<file path="config.mk">
export PLATFORM = sky130hd
export DESIGN_NAME = imem_loader_flat
export DESIGN_NICKNAME = d
export VERILOG_FILES = /design/src/rtl/imem_loader_if.sv /design/src/rtl/imem_loader.sv /design/src/flat_wrapper.sv
export SDC_FILE = /design/constraint.sdc
export NUM_CORES = 1
export LEC_CHECK = 0
export CAP_MARGIN = 20
export CORE_MARGIN = 5
export CORE_UTILIZATION = 32
export CTS_BUF_LIST = sky130_fd_sc_hd__clkbuf_8
export DETAILED_ROUTE_END_ITERATION = 8
export SETUP_SLACK_MARGIN = 0.05
export SYNTH_ARGS = -nofsm -noshare
export SYNTH_HDL_FRONTEND = slang
export SYNTH_SLANG_ARGS = --single-unit
</file>
<file path="constraint.sdc">
create_clock -name clk -period 4 [get_ports clk]
set_input_delay 0.4 -clock clk [delete_from_list [all_inputs] [get_ports clk]]
set_output_delay 0.4 -clock clk [all_outputs]
set_load 0.005 [all_outputs]
</file>
<file path="src/rtl/imem_loader_if.sv">
// Byte-stream input and Imem byte-write bus for the boot-time program loader.
// The loader owns the master side: it consumes the stream and drives the memory writes.
interface imem_loader_if #(
  parameter int ADDR_W = 12
);
  logic              in_valid;
  logic [7:0]        in_data;
  logic              in_ready;
  logic              mem_we;
  logic [ADDR_W-1:0] mem_addr;
  logic [7:0]        mem_wdata;

  modport master (
    input  in_valid,
    input  in_data,
    output in_ready,
    output mem_we,
    output mem_addr,
    output mem_wdata
  );

  modport slave (
    output in_valid,
    output in_data,
    input  in_ready,
    input  mem_we,
    input  mem_addr,
    input  mem_wdata
  );
endinterface

</file>
<file path="src/rtl/imem_loader.sv">
// Boot-time instruction memory loader.
// Parses a framed byte stream (sync, 16-bit length, payload, 8-bit checksum) and writes the
// payload to sequential Imem byte addresses from 0. The CPU is held in reset until a frame
// loads and its checksum matches.
module imem_loader #(
  parameter int         ADDR_W    = 12,
  parameter int         MAX_BYTES = 4096,
  parameter logic [7:0] SYNC_BYTE = 8'hA5
) (
  input  logic           clk,
  input  logic           rst,
  imem_loader_if.master  bus,
  output logic           cpu_hold,
  output logic           done,
  output logic           error
);

  // One extra counter bit lets a full-size payload count past the top address without wrapping.
  localparam int CNT_W = ADDR_W + 1;

  typedef enum logic [2:0] {
    S_IDLE,
    S_LEN_HI,
    S_LEN_LO,
    S_DATA,
    S_CSUM,
    S_DONE,
    S_ERR
  } state_t;

  state_t             state;
  state_t             state_next;
  logic [15:0]        len;
  logic [15:0]        len_next;
  logic [CNT_W-1:0]   counter;
  logic [CNT_W-1:0]   counter_next;
  logic [7:0]         csum;
  logic [7:0]         csum_next;
  logic               hold_next;
  logic               done_next;
  logic               error_next;
  logic               accept;
  logic [15:0]        full_len;

  assign bus.in_ready  = ~rst;
  assign accept        = bus.in_valid & bus.in_ready;
  assign full_len      = {len[15:8], bus.in_data};
  assign bus.mem_addr  = counter[ADDR_W-1:0];
  assign bus.mem_wdata = bus.in_data;

  // Frame parser: next state, payload bookkeeping, write strobe and the status flags to register.
  always_comb begin
    state_next   = state;
    len_next     = len;
    counter_next = counter;
    csum_next    = csum;
    hold_next    = cpu_hold;
    done_next    = done;
    error_next   = error;
    bus.mem_we   = 1'b0;

    if (accept) begin
      case (state)
        S_IDLE: begin
          if (bus.in_data == SYNC_BYTE) state_next = S_LEN_HI;
        end
        S_LEN_HI: begin
          len_next[15:8] = bus.in_data;
          state_next     = S_LEN_LO;
        end
        S_LEN_LO: begin
          len_next[7:0] = bus.in_data;
          csum_next     = '0;
          counter_next  = '0;
          if ((full_len > 16'(MAX_BYTES)) || (full_len[1:0] != 2'b00)) begin
            state_next = S_ERR;
          end else if (full_len == 16'd0) begin
            state_next = S_CSUM;
          end else begin
            state_next = S_DATA;
          end
        end
        S_DATA: begin
          bus.mem_we   = 1'b1;
          csum_next    = csum + bus.in_data;
          counter_next = counter + 1'b1;
          if (16'(counter) == (len - 16'd1)) state_next = S_CSUM;
        end
        S_CSUM: begin
          state_next = (bus.in_data == csum) ? S_DONE : S_ERR;
        end
        S_DONE, S_ERR: begin
          if (bus.in_data == SYNC_BYTE) state_next = S_LEN_HI;
        end
        default: begin
          state_next = S_IDLE;
        end
      endcase

      case (state_next)
        S_DONE: begin
          hold_next  = 1'b0;
          done_next  = 1'b1;
          error_next = 1'b0;
        end
        S_ERR: begin
          hold_next  = 1'b1;
          done_next  = 1'b0;
          error_next = 1'b1;
        end
        S_LEN_HI: begin
          hold_next  = 1'b1;
          done_next  = 1'b0;
          error_next = 1'b0;
        end
        default: begin
          hold_next  = cpu_hold;
          done_next  = done;
          error_next = error;
        end
      endcase
    end
  end

  // State, length, counter, checksum and status flags; reset aborts any frame in progress.
  always_ff @(posedge clk or posedge rst) begin
    if (rst) begin
      state    <= S_IDLE;
      len      <= '0;
      counter  <= '0;
      csum     <= '0;
      cpu_hold <= 1'b1;
      done     <= 1'b0;
      error    <= 1'b0;
    end else begin
      state    <= state_next;
      len      <= len_next;
      counter  <= counter_next;
      csum     <= csum_next;
      cpu_hold <= hold_next;
      done     <= done_next;
      error    <= error_next;
    end
  end

endmodule

</file>
<file path="src/flat_wrapper.sv">
// flat-port wrapper written by rule: the top's interface ports become plain ports
module imem_loader_flat 
#(
  parameter int         ADDR_W    = 12,
  parameter int         MAX_BYTES = 4096,
  parameter logic [7:0] SYNC_BYTE = 8'hA5
)
  (clk, rst, cpu_hold, done, error, bus_in_valid, bus_in_data, bus_in_ready, bus_mem_we, bus_mem_addr, bus_mem_wdata);
  imem_loader_if #(.ADDR_W(ADDR_W)) bus_i ();
  input  logic clk;
  input  logic rst;
  output logic cpu_hold;
  output logic done;
  output logic error;
  input wire logic [$bits(bus_i.in_valid)-1:0] bus_in_valid;
  input wire logic [$bits(bus_i.in_data)-1:0] bus_in_data;
  output wire logic [$bits(bus_i.in_ready)-1:0] bus_in_ready;
  output wire logic [$bits(bus_i.mem_we)-1:0] bus_mem_we;
  output wire logic [$bits(bus_i.mem_addr)-1:0] bus_mem_addr;
  output wire logic [$bits(bus_i.mem_wdata)-1:0] bus_mem_wdata;
  assign bus_i.in_valid = bus_in_valid;
  assign bus_i.in_data = bus_in_data;
  assign bus_in_ready = bus_i.in_ready;
  assign bus_mem_we = bus_i.mem_we;
  assign bus_mem_addr = bus_i.mem_addr;
  assign bus_mem_wdata = bus_i.mem_wdata;
  imem_loader #(.ADDR_W(ADDR_W), .MAX_BYTES(MAX_BYTES), .SYNC_BYTE(SYNC_BYTE)) u_core (.clk(clk), .rst(rst), .bus(bus_i), .cpu_hold(cpu_hold), .done(done), .error(error));
endmodule
</file>
==> key figures <==
Floorplan
  • DIE WIDTH: 106.6 um
  • DIE HEIGHT: 106.6 um
  • Initial Util: 32.60%
  • Site Rows: 35
  • # IOs: 36
  • Core area: 9153 sq um
  • Total Die Area: 11360 sq um

Global route
  • First-pass GRT wire length: 12.59 mm
  • Total gr overflow: 0
  • Pin count of the biggest net entering global routing: 44
  • Vias in the first global route: 2430
  • Initial antenna violation count: 0
  • GRT Util Overall: 13.72%

Critical path
  • Worst Path Required: 3.60 ns
  • Worst path cell trace: clkdlybuf4s50_1 -> nand2b_1 -> nor2_1 -> nand2_1 -> buf_4 -> inv_2 -> clkdlybuf4s50_1
  • Crit path max-delay family: buffers and inverters
  • Slowest library cell on the worst path: clkdlybuf4s50_1
  • Critical path's largest stage delay: 0.55 ns
  • Worst-path maximum fanout: 13
  • Setup CP Type: input pin to output pin
  • FF-to-FF path depth: 6
  • Stages on worst setup path: 7
  • CP Launch Type: input pin
  • Worst Path Arrival: 2.52 ns
  • Cell repeated most along the worst path: clkdlybuf4s50_1
  • Worst path bufs/invs: 4
  • CP Capture Type: output pin

Synthesis
  • Largest family of logic cells by synthesized area: simple AND/OR/NAND/NOR gates
  • Cell count after synthesis: 336
  • Most used flip-flop cell after synthesis: dfrtp_1
  • Async set-reset flop share out of synthesis: 100.0%
  • Post-synthesis area per instance: 8.881 sq um
  • Cell variety after synth: 49
  • Post-synthesis adder-cell area fraction: 4.444%
  • Compound-Gate Fraction of Synth Area: 15.89%
  • Register bit total from synthesis: 43
  • Syn Nets: 357
  • Number of synthesized flops with an enable pin: 0
  • Xor/xnor share of the synthesized area: 7.338%
  • Post-synthesis sequential area ratio: 36.10%
  • Post-synthesis simple-gate area fraction: 20.59%
  • Mux contribution to synthesized area: 7.631%
  • Synth Cell Area: 2984 sq um
  • Synth warn: 0

Drt
  • Routed metal-1 wirelength: 3.659 mm
  • Top Metal Used: met4
  • DRC viols: 0
  • Drt first pass iters: 4
  • Final WL: 7.484 mm
  • Met3 wire length: 179 um
  • DR vias/cell: 5.249
  • Antenna Violating Nets Remaining: 0
  • Vias: 2420
  • Metal2 WL: 3.556 mm
  • Drt wl/cell: 16.23 um
  • Number of DRC markers in iteration 0: 110

Timing
  • Unrepaired setup endpoints after global routing: false
  • Slew headroom: 48.04%
  • Slew @ Worst Pin: 0.7723 ns
  • Fin crit share: 73.02%
  • Achievable Freq: 342.4 MHz
  • Slew Limit Fails: 0
  • Hold Slack: 0.4934 ns
  • Fin worst setup slack: 1.079 ns
  • Fin crit period: 2.921 ns
  • Sum Neg Setup Slack: 0 ns
  • Final hold vios: 0
  • Final setup vio count: 0
  • Clock Skew: 0.007586 ns

Min path
  • Class of the worst hold path: flip-flop to flip-flop
  • Hold depth: 2

Clock network
  • CTS root buf: clkbuf_8
  • Reg clk slew, reported paths: 0.09 ns
  • CTS tree: done
  • Post-CTS sizing: 0
  • H-Tree Depth: 2
  • Post-CTS Setup Inserts: 0
  • Post-CTS Hold Fix Bufs: 0
  • Clock sinks: 43
  • Num CTS Buffers: 5
  • Maximum clock path buffer count: 2
  • Worst skew pair latency: 0.30 ns

Pwr
  • P_leak: 1.440 nW
  • Worst vdd ir: 0.0002662 V
  • Power Total: 1.864 mW
  • Power per cell area: 546.8 nW/um^2

Final layout
  • Design area: 3410 sq um
  • Area Growth Syn to Fin: 14.26%
  • Finished Layout Cells: 461
  • Share of cells above drive strength 1: 10.57%
  • # diodes: 0
  • Filler cells: 918
  • Finished Core Util: 37.25%
  • Final #Nets: 370

Placement
  • Setup Slack @ Placement: 1.078 ns
  • Placed cells: 453
  • # port buffers: 35
  • HPWL after detailed placement: 5.524 mm
  • Placed inst area: 3306 sq um
  • GPL Wtd Cong: 0.8373

Flow run
  • Max-cap violations: 0

Outcome
  • Status: finished, final reports clean
## layer usage
layer	global-route usage, %	vias up
met5	0	-
li1	-	1210
met1	18.22	1170
met3	2.125	6
met2	23.25	34
met4	3.562	0
## tightest hold or removal path, cell delays in order, from the launching register on
cell and delay, ns:
dfrtp_1 0.36, nand2_1 0.05, o21ai_0 0.05
## Yosys cell counts (all sizes together), types with 2 or more instances
master  instances  area (sq um)
nor2           21         78.83
nand3           7         35.03
o211ai          3         22.52
nand4           4         25.02
a21o            6         45.04
o21a            2         15.01
nor4            7         56.30
o21ai          31         155.2
a21oi           9         45.04
xor2           11         96.34
a22o            4         35.03
and3            7         43.79
nor3b           3         22.52
dfrtp          42          1051
a211oi          2         15.01
nor2b           6         37.54
o31ai           4         30.03
or4             7         52.55
mux2           14         157.7
xnor2          14         122.6
nand2          38         142.6
nor3            9         45.04
inv             9         33.78
or2             3         18.77
ha              9         112.6
buf            22         160.1
nand2b          3         18.77
or3             3         18.77
mux2i           7         70.07
a21boi          2         15.01
clkbuf         12         45.04
## registers in the layout, summed over array words and instances, names as in the netlist
name / count
u_core.state: 3
u_core.csum: 8
u_core.error: 1
u_core.cpu_hold: 1
u_core.done: 1
u_core.counter: 13
u_core.len: 16
## final cells by class
type	instances	area (sq um)	share of cell area [%]
Clock buffer	7	96.34	2.826
Clock inverter	1	7.507	0.2202
Inverter	9	33.78	0.9908
Multi-Input combinational cell	250	1668	48.92
Sequential cell	43	1077	31.60
Tap cell	111	138.9	4.073
Timing Repair Buffer	40	387.9	11.38
## path summary, 6_finish.rpt
path,start,end,slack (ns)
max,rst,bus_mem_we,1.08
min,u_core.error,u_core.error,0.49
max reg2reg,u_core.len[0],u_core.state[0],1.36
min reg2reg,u_core.error,u_core.error,0.49
max in group asynchronous,rst,u_core.counter[12],2.93
min in group asynchronous,rst,u_core.error,0.67
## power by group
| part | internal (mW) | switching (mW) |
|---|---|---|
| clock network | 0.157 | 0.155 |
| registers | 0.559 | 0.186 |
| logic | 0.404 | 0.403 |
| total | 1.12 | 0.744 |
## cells by family (layout without fill, tap and decap cells)
family                     count (synthesis)  after routing
adders and majority gates                 10             10
muxes                                     21             21
xor gates and xnor gates                  25             25
AOI/OAI and AO/OA                         74             74
buffers and inverters                     43             57
and+or+nand+nor                          120            120
DFF                                       43             43
## cell usage in the layout (no fill, tap or decap), types with 2 or more instances in the layout
cell,instances
a211oi_1,2
a21boi_0,2
a21o_1,6
a21oi_1,9
a22o_1,4
and3_1,7
buf_4,5
clkbuf_8,7
clkdlybuf4s50_1,35
dfrtp_1,42
ha_1,9
inv_1,7
inv_2,2
mux2_2,14
mux2i_1,7
nand2_1,38
nand2b_1,3
nand3_1,7
nand4_1,4
nor2_1,21
nor2b_1,6
nor3_1,9
nor3b_1,3
nor4_1,5
nor4_2,2
o211ai_1,3
o21a_1,2
o21ai_0,31
o31ai_1,4
or2_2,3
or3_1,3
or4_1,7
xnor2_1,14
xor2_1,11
(Power assumes the default switching activity.)
